`config.mk`:
```
export PLATFORM = sky130hd
export DESIGN_NAME = fetch_sequencer
export DESIGN_NICKNAME = d
export VERILOG_FILES = /design/src/rtl/fetch_seq_pkg.sv /design/src/rtl/fetch_sequencer_exec_watchdog.sv /design/src/rtl/fetch_sequencer.sv
export SDC_FILE = /design/constraint.sdc
export NUM_CORES = 1
export LEC_CHECK = 0
export CAP_MARGIN = 20
export CORE_MARGIN = 5
export CORE_UTILIZATION = 30
export CTS_CLUSTER_SIZE = 25
export DETAILED_ROUTE_END_ITERATION = 12
export GPL_TIMING_DRIVEN = 0
export SYNTH_ARGS = -nofsm -noshare
export SYNTH_HDL_FRONTEND = slang
export SYNTH_SLANG_ARGS = --single-unit
```
`constraint.sdc`:
```
create_clock -name Clock -period 4.3 [get_ports Clock]
set_clock_uncertainty 0.1 [all_clocks]
set_input_delay 1.075 -clock Clock [delete_from_list [all_inputs] [get_ports Clock]]
set_output_delay 1.075 -clock Clock [all_outputs]
set_load 0.1 [all_outputs]
```
`src/rtl/fetch_seq_pkg.sv`:
```
// fetch_seq_pkg: shared states, ARF/memory encodings and helpers for the fetch sequencer
package fetch_seq_pkg;
  typedef enum logic [2:0] {IDLE, FETCH_L, FETCH_H, DECODE, EXEC_WAIT, HALT, FAULT} state_t;
  localparam logic [2:0] FUN_HOLD = 3'b000;
  localparam logic [2:0] FUN_INC = 3'b001;
  localparam logic [2:0] REGSEL_PC = 3'b011;
  localparam logic [2:0] REGSEL_NONE = 3'b111;
  localparam logic [1:0] OUTD_PC = 2'b00;
  localparam logic MEM_EN = 1'b0;
  localparam logic MEM_READ = 1'b0;
  function automatic logic [2:0] sc_sat(input logic [2:0] s);
    return s == 3'd7 ? s : s + 3'd1;
  endfunction
endpackage

```
`src/rtl/fetch_sequencer_exec_watchdog.sv`:
```
// exec_watchdog: clearable cycle counter flagging the last permitted EXEC_WAIT cycle
module exec_watchdog #(
  parameter int TIMEOUT = 64
) (
  input  logic clk,
  input  logic rst,
  input  logic clr,
  input  logic en,
  output logic expired
);
  logic [7:0] count;
  assign expired = en && count == 8'(TIMEOUT - 1);
  always_ff @(posedge clk) begin
    if (rst || clr) count <= '0;
    else if (en) count <= count + 8'd1;
  end
endmodule

```
`src/rtl/fetch_sequencer.sv`:
```
// fetch_sequencer: two-byte instruction fetch, decode and execute handoff controller
module fetch_sequencer
  import fetch_seq_pkg::*;
#(
  parameter logic [5:0] HALT_OPCODE = 6'h3F,
  parameter int EXEC_TIMEOUT = 64
) (
  input  logic        Clock,
  input  logic        Reset,
  input  logic        Start,
  input  logic        Stop,
  input  logic        ExecDone,
  input  logic [15:0] IROut,
  output logic        Mem_CS,
  output logic        Mem_WR,
  output logic        IR_Write,
  output logic        IR_LH,
  output logic [1:0]  ARF_OutDSel,
  output logic [2:0]  ARF_FunSel,
  output logic [2:0]  ARF_RegSel,
  output logic        ExecStart,
  output logic [5:0]  Opcode,
  output logic [2:0]  SC,
  output logic        Busy,
  output logic        Halted,
  output logic        Fault,
  output logic [15:0] InstrCount
);
  state_t state, next;
  logic stop_pend, halt_op, fetch, done, expired;
  assign halt_op = IROut[15:10] == HALT_OPCODE;
  assign fetch = state == FETCH_L || state == FETCH_H;
  assign done = state == EXEC_WAIT && ExecDone;
  assign Mem_CS = fetch ? MEM_EN : ~MEM_EN;
  assign Mem_WR = MEM_READ;
  assign IR_Write = fetch;
  assign IR_LH = state == FETCH_H;
  assign ARF_OutDSel = OUTD_PC;
  assign ARF_FunSel = fetch ? FUN_INC : FUN_HOLD;
  assign ARF_RegSel = fetch ? REGSEL_PC : REGSEL_NONE;
  assign ExecStart = state == DECODE && !halt_op;
  assign Busy = fetch || state == DECODE || state == EXEC_WAIT;
  assign Halted = state == HALT;
  assign Fault = state == FAULT;
  exec_watchdog #(.TIMEOUT(EXEC_TIMEOUT)) u_wdog (
    .clk(Clock),
    .rst(Reset),
    .clr(state == DECODE),
    .en(state == EXEC_WAIT && !ExecDone),
    .expired(expired)
  );
  always_comb begin
    next = state;
    case (state)
      IDLE:      next = Start ? FETCH_L : IDLE;
      FETCH_L:   next = FETCH_H;
      FETCH_H:   next = DECODE;
      DECODE:    next = halt_op ? HALT : EXEC_WAIT;
      EXEC_WAIT: next = ExecDone ? (stop_pend ? IDLE : FETCH_L) : (expired ? FAULT : EXEC_WAIT);
      default:   next = state;
    endcase
  end
  always_ff @(posedge Clock) begin
    if (Reset) begin
      state <= IDLE;
      SC <= '0;
      Opcode <= '0;
      InstrCount <= '0;
      stop_pend <= 1'b0;
    end else begin
      state <= next;
      SC <= next == FETCH_H ? 3'd1 : next == DECODE ? 3'd2 :
            next == EXEC_WAIT ? (state == EXEC_WAIT ? sc_sat(SC) : 3'd3) : 3'd0;
      if (state == DECODE) Opcode <= IROut[15:10];
      if (done) InstrCount <= InstrCount + 16'd1;
      // a Stop landing on a halting DECODE is dropped; a new Stop outranks the clear at ExecDone
      stop_pend <= (Busy && Stop && !(state == DECODE && halt_op)) || (stop_pend && !done);
    end
  end
endmodule
```
Yosys cells after proc, flatten, opt, wreduce, memory -nomap -nowiden
Index checks and enable logic that the tools add are counted.

operators by class
  add/sub/neg operators = 3
  eq/ne operators = 14
  mux-type cells = 14
  bitwise operators = 2
  reductions and logical operators = 20

operators by type and width
  operator                                       number
  adder 16 x 1 -> 16 bit, second input constant  1
  == test 3 bit, second input constant           5
  one-hot mux 3 bit (5 select lines)             1
  == test 3 x 2 -> 1 bit, second input constant  4
  2-to-1 mux 2 bit                               5
  adder 8 x 1 -> 8 bit, second input constant    1
  == test 8 x 6 -> 1 bit, second input constant  1
  logical AND 1 bit                              8
  == test 6 bit, second input constant           1
  2-to-1 mux 1 bit                               6
  2-to-1 mux 3 bit                               2
  logical OR 1 bit                               5
  != test 5 bit, second input constant           1
  OR reduction 5 bit                             1
  zero test 1 bit                                4
  != test 4 bit, second input constant           1
  adder 3 x 1 -> 3 bit, second input constant    1
  == test 3 x 1 -> 1 bit, second input constant  1
  zero test 3 bit                                1
  inverter 1 bit                                 2
  OR reduction 2 bit                             1

word-level totals
  register bits after elaboration = 37
  output and inout bits = 41

Logic depth before layout (Yosys ltp)
Gate-level depths: netlist of run 1.

  depth in word-level cells = 10
  depth in mapped cells = 7
  depth with buffers taken out = 6

Hierarchy
Synthesis of run 1 repeated with hierarchy kept, for this count alone.

second synthesis, totals
  cell total of the unflattened synthesis = 207
  area total of the unflattened synthesis = 1798.0 µm²

by module, submodules not included
  module           times used  cells an instance  area each (µm²)  seq. area each (µm²)
  fetch_sequencer  1           169                1451.4           580.6
  exec_watchdog    1           38                 346.6            160.2

Worst setup path after synthesis of run 1
OpenSTA, ideal clock, no wires.

  kind = reg2out
  start = register state[1]
  end = output port ARF_RegSel[2]
  data arrival time = 3.765 ns
  slack = -0.640 ns
  cell stages (with the launch flop) = 6
  buffers on the path = 2
  cells stage by stage = dfxtp_1 -> buf_2 -> nand2b_1 -> a21oi_1 -> inv_1 -> buf_4

between the ends
  word-level cells in the longest chain between the ends = 3
  elaborated cells on any way between the ends = 4

RTL lines
  what                                                              line                   text
  start: declaration                                                fetch_sequencer.sv:29  state_t state, next;
  start signal: assignment                                          fetch_sequencer.sv:71  state <= next;
  == test 3 x 1 -> 1 bit or == test 3 x 2 -> 1 bit (tied branches)  fetch_sequencer.sv:32  assign fetch = state == FETCH_L || state == FETCH_H;
  logical OR 1 bit (*)                                              fetch_sequencer.sv:32
  via IR_Write                                                      fetch_sequencer.sv:16  output logic IR_Write,
  2-to-1 mux 3 bit (*)                                              fetch_sequencer.sv:40  assign ARF_RegSel = fetch ? REGSEL_PC : REGSEL_NONE;
  end: declaration                                                  fetch_sequencer.sv:20  output logic [2:0] ARF_RegSel,

The timed path passes the listed nets; every way through them passes the cells marked *.

Final worst setup path of run 1
  start = input port IROut[15]
  end = output port ExecStart

between the ends
  word-level cells in the longest chain between the ends = 3

RTL lines
  what                line                   text
  start: declaration  fetch_sequencer.sv:13  input logic [15:0] IROut,
  == test 6 bit       fetch_sequencer.sv:31  assign halt_op = IROut[15:10] == HALT_OPCODE;
  zero test 1 bit     fetch_sequencer.sv:41  assign ExecStart = state == DECODE && !halt_op;
  logical AND 1 bit   fetch_sequencer.sv:41
  end: declaration    fetch_sequencer.sv:21  output logic ExecStart,

No other way between the ends.

==> results.json, run 1 <==
{
  "syn_area_um2": 1790,
  "cp-end-kind": "primary output",
  "num_io_pins": 62,
  "synth_area_per_cell_um2": 8.58,
  "crit_path_cell_trace": "clkdlybuf4s50_1 > nand4_1 > nor2_1 > nor2_1 > clkdlybuf4s50_1",
  "routedWlPerCell_um": 12.0,
  "root_buffer": "clkbuf_8",
  "crit_cells": 5,
  "wl_mm": 4.09,
  "status": "finished clean",
  "hpwl_mm": 3.04,
  "diodes": 0,
  "vias": 1512,
  "io_buffers": 44,
  "start_util": 0.306,
  "synth.area.top_cells": "dfxtp_1, nor2_1, xor2_1, mux2i_1, xnor2_1",
  "critPathKind": "in -> out",
  "finalNonFillerCells": 341,
  "tightestPinTransition_ns": 0.973,
  "grt_usage": 0.112,
  "power_leakage_nw": 0.959,
  "cap_violations": 0,
  "crit_fanout": 3,
  "yosysTopAreaCell": "dfxtp_1",
  "busiest_layer": "met2",
  "power_switching_mw": 0.364,
  "place_congestion": 0.753,
  "synthArstFlopShare": 0,
  "drt_iter0_drc": 44,
  "synthAdderAreaFrac": 0.0279,
  "syn_inst": 209,
  "path_delay_family": "buffers and inverters",
  "grt_antenna_before_repair": 0,
  "cts.path.max_buffers": 2,
  "finalSetupTns_ns": 0,
  "die_h_um": 87.3,
  "synth_common_cells": "nor2_1, dfxtp_1, nand2_1, xor2_1",
  "viasPerCell": 4.43,
  "placed_area_um2": 2350,
  "p_sw_frac": 0.370,
  "yosysSeqAreaShare": 0.413,
  "setup.worst_path.start": "IROut[15]",
  "ff2ff_path_depth": 6,
  "cp.required_ns": 3.12,
  "grtUsageMet3": 0.0331,
  "rrSetupSlack_ns": 2.17,
  "die_x_um": 87.3,
  "r2r_start": "state[2]",
  "slew_headroom": 0.349,
  "overflow": 0,
  "finalSetupViolations": 0,
  "clkSlewWorstSetupHoldPaths_ns": 0.07,
  "muxShareOfSynthArea": 0.0447,
  "crit_arrival_ns": 2.98,
  "cts_resized": 0,
  "grt_max_degree": 12,
  "synth-xor-area-share": 0.107,
  "layout-drive-gt1-share": 0.0902,
  "nFillCells": 601,
  "synth.most_common_cell": "nor2_1",
  "setup_slack_ns": 0.147,
  "grtUsageMet2": 0.178,
  "crit_slowest_cell": "clkdlybuf4s50_1",
  "grt_util_met1": 0.147,
  "yosys_register_bits": 37,
  "fmax_mhz": 241,
  "netlist.area_leader.share": 0.413,
  "area_growth_pct": 37.5,
  "ant_nets": 0,
  "pwr-share-clk": 0.315,
  "crit_path_max_incr_delay_ns": 0.98,
  "endpoint": "ExecStart",
  "slew_violations": 0,
  "regArea_um2": 741,
  "synthSimpleGateAreaFrac": 0.283,
  "fin_crit_sh": 0.966,
  "worstSkewPairLatency_ns": 0.28,
  "synth_edf_count": 0,
  "synth_top_flop_cell": "dfxtp_1",
  "cts_tree": "built",
  "yosys_warnings": 0,
  "internal_power_mw": 0.619,
  "dp.cells": 333,
  "p_comb_frac": 0.320,
  "cts_made_buffers": 5,
  "grt_pass1_wl_mm": 6.75,
  "die-area_um2": 7620,
  "rsz0062_at_grt": "no",
  "layout.nets": 290,
  "synth_top_family_by_area": "simple AND/OR/NAND/NOR gates",
  "drc_errors": 0,
  "core_um2": 5850,
  "seqPwrFrac": 0.365,
  "synth_cell_types": 35,
  "final_design_area_no_fill_um2": 2470,
  "worst-path-buf-inv": 2,
  "first_global_vias": 1455,
  "firstDrtPassIters": 3,
  "multiInputGateArea_um2": 948,
  "num_rows": 28,
  "start_kind": "input port",
  "cts_hold_buf": 0,
  "p_per_area_nw_per_um2": 399,
  "cts.sinks": 37,
  "synth_compound_area_frac": 0.0488,
  "pre_cts_ws_ns": 0.133,
  "r2r-end": "SC[1]",
  "hold_class": "reg -> reg",
  "vdd_drop_max_mv": 0.178,
  "period_needed_ns": 4.15,
  "hold_violations": 0,
  "cts_setup_buffers": 0,
  "htreeDepth": 2
}
[power groups by stage]
stage | clock network (mW) | registers [mW] | logic (mW)
5_1_grt | 0.339 | 0.360 | 0.328
3_3_place_gp | 0 | 0.367 | 0.315
4_1_cts | 0.320 | 0.359 | 0.316
3_5_place_dp | 0 | 0.367 | 0.316
2_1_floorplan | 0 | 0.393 | 0.223
6_report | 0.310 | 0.359 | 0.315
[cell type report]
cell class | count | area share
clock buffer | 7 | 0.0350
timing repair buffer | 44 | 0.179
tap | 75 | 0.0381
inverter | 5 | 0.00761
buffer | 18 | 0.0436
multi-input combinational | 154 | 0.385
sequential | 37 | 0.300
clock inverter | 1 | 0.0122
[sequential cells by signal, summed over array words and instances, names as in the netlist]
name	cells
SC	3
u_wdog.count	8
Opcode	6
stop_pend	1
state	3
InstrCount	16
[per-layer routing]
layer  vias up  wire length (um)
met4         0                20
li1        798                 -
met2        27              1870
met3         2               203
met5         -                 0
met1       685              1990
[through the flow]
| step | power [mW] | hold WS, ns | util |
|---|---|---|---|
| after floorplan | 0.616 | 0.355 | - |
| after global placement | 0.682 | 0.383 | 0.402 |
| after detailed placement | 0.682 | 0.389 | 0.402 |
| after CTS | 0.995 | 0.407 | 0.422 |
| after global routing | 1.03 | 0.442 | 0.422 |
| final | 0.983 | 0.399 | 0.422 |
[layout by cell type, fill, tap and decap left out, types with 6 or more instances in the layout]
cell             count
buf_4                9
dfxtp_1             37
clkbuf_8             6
nand2_1             13
conb_1               7
clkdlybuf4s50_1     44
mux2i_1              8
nand3_1              9
nor2_1              40
nand4_1              6
a21oi_1              6
xnor2_1              9
xor2_1              13
[cell families (layout without fill, tap and decap cells)]
family | count (synthesis) | in the layout
mux | 8 | 8
fa+ha+maj | 4 | 4
xor+xnor | 22 | 22
buf+inv | 23 | 75
other cells | 2 | 7
simple gates | 98 | 98
compound gates | 15 | 15
flops | 37 | 37
[worst min-delay path by stage]
stage | startpoint | to | depth (start not counted)
after floorplan | stop_pend | stop_pend | 2
after global placement | InstrCount[1] | InstrCount[1] | 2
after detailed placement | Opcode[0] | Opcode[0] | 2
after CTS | Opcode[0] | Opcode[0] | 2
after global routing | InstrCount[9] | InstrCount[9] | 2
final | Opcode[0] | Opcode[0] | 2
[worst register-to-register path: stages (launching register included)]
cell and delay (ns):
dfxtp_1 0.33, buf_2 0.24, nand2b_4 0.09, nor4_1 0.48
a31oi_1 0.32, and3_1 0.25, nor4_1 0.23
No activity file was read; power rests on OpenSTA's default activity.
==> inputs of run 2 (changes only) <==
--- a/config.mk
+++ b/config.mk
@@ -7,7 +7,7 @@
 export LEC_CHECK = 0
 export CAP_MARGIN = 20
 export CORE_MARGIN = 5
-export CORE_UTILIZATION = 30
+export CORE_UTILIZATION = 32
 export CTS_CLUSTER_SIZE = 25
 export DETAILED_ROUTE_END_ITERATION = 12
 export GPL_TIMING_DRIVEN = 0
==> results.json, run 2 (synthesized netlist as in run 1, its figures left out) <==
{
  "setup_slack_ns": 0.167,
  "p_per_area_nw_per_um2": 381,
  "regMostFlops": "InstrCount",
  "nFillCells": 563,
  "first_global_vias": 1484,
  "layout-drive-gt1-share": 0.0940,
  "start_util": 0.328,
  "viasPerCell": 4.53,
  "num_io_pins": 62,
  "area_growth_pct": 36.2,
  "die_x_um": 84.9,
  "cp-end-kind": "primary output",
  "hpwl_mm": 3.03,
  "finalSetupTns_ns": 0,
  "vias": 1530,
  "r2r_start": "state[0]",
  "largest_reg_flops": 16,
  "pre_cts_ws_ns": 0.141,
  "layout.nets": 290,
  "cp.required_ns": 3.12,
  "num_rows": 27,
  "cts_resized": 0,
  "wl_mm": 4.03,
  "core_um2": 5470,
  "tightestPinTransition_ns": 0.973,
  "slew_headroom": 0.349,
  "crit_fanout": 3,
  "power.total_mw": 0.930,
  "cts_setup_buffers": 0,
  "period_needed_ns": 4.13,
  "io_buffers": 44,
  "hp-start": "Opcode[0]",
  "grt_antenna_before_repair": 0,
  "setup.worst_path.start": "IROut[15]",
  "mostFrequentLayoutCells": "clkdlybuf4s50_1, nor2_1, dfxtp_1, nand2_1, xor2_1",
  "whs_ns": 0.400,
  "die_h_um": 84.9,
  "cts_made_buffers": 5,
  "clkSlewWorstSetupHoldPaths_ns": 0.07,
  "drc_errors": 0,
  "layout_commonest_cell": "clkdlybuf4s50_1",
  "slew_violations": 0,
  "hold_class": "reg -> reg",
  "cts_tree": "built",
  "status": "finished clean",
  "postLayoutCoreUtil": 0.446,
  "firstDrtPassIters": 4,
  "cts.sinks": 37,
  "regArea_um2": 741,
  "start_kind": "input port",
  "finalSetupViolations": 0,
  "fin_crit_sh": 0.961,
  "worstSkewPairLatency_ns": 0.29,
  "cts_hold_buf": 0,
  "fmax_mhz": 242,
  "drt_iter0_drc": 35,
  "critPathKind": "in -> out",
  "cts.path.max_buffers": 2,
  "vdd_drop_max_mv": 0.198,
  "grt_max_degree": 13,
  "rsz0062_at_grt": "no",
  "power_leakage_nw": 0.952,
  "die-area_um2": 7200,
  "root_buffer": "clkbuf_8",
  "multiInputGateArea_um2": 948,
  "crit_arrival_ns": 2.96,
  "grt_usage": 0.118,
  "largestRegisters": "InstrCount (16), u_wdog.count (8), Opcode (6)",
  "htreeDepth": 2,
  "ant_nets": 0,
  "cap_violations": 0,
  "hold_violations": 0,
  "grt_pass1_wl_mm": 6.89,
  "routedWlPerCell_um": 11.9,
  "overflow": 0,
  "place_congestion": 0.765,
  "diodes": 0
}
[run 2: cell count changes in the layout (fill, tap and decap cells not counted), sizes merged]
cell / previous run / this run
clkbuf: 10 / 9
bufinv: 1 / 0
clkinv: 0 / 2
[run 2: worst max-delay path: stages]
cell and delay (ns):
clkdlybuf4s50_1 0.50, nand4_1 0.10, nor2_1 0.23, nor2_1 0.07
clkdlybuf4s50_1 0.98
[run 2: per-layer routing]
layer / global-route usage / wire (um) / part of all wire / vias to the layer above
met2: 0.196 / 1930 / 0.48 / 32
li1: - / - / - / 798
met3: 0.0301 / 228 / 0.057 / 2
met5: 0 / 0 / 0 / -
met1: 0.145 / 1850 / 0.46 / 698
met4: 0.0518 / 25 / 0.0062 / 0
[run 2: final timing paths]
check | end | slack (ns) | cells past startpoint
worst min register to register | Opcode[0] | 0.40 | 2
worst max-delay path | ExecStart | 0.17 | 5
worst max register to register | SC[1] | 2.25 | 6
worst min-delay path | Opcode[0] | 0.40 | 2
[run 2: cell type report]
class / instances / area share
clock inverter: 2 / 0.00564
multi-input combinational: 154 / 0.388
clock buffer: 6 / 0.0338
buffer: 18 / 0.0441
timing repair buffer: 44 / 0.180
tap: 72 / 0.0369
inverter: 5 / 0.00768
sequential: 37 / 0.303
[run 2: where the power goes]
group	internal [mW]	total (mW)	switching, mW
Clock	0.130	0.258	0.128
Sequential	0.351	0.359	0.00740
Combinational	0.0787	0.313	0.235
[run 2: through the flow]
step | area [um2] | instances
3_3_place_gp | 2350 | 330
2_1_floorplan | 1820 | 214
4_1_cts | 2440 | 338
6_report | 2440 | 338
5_1_grt | 2440 | 338
3_5_place_dp | 2350 | 330
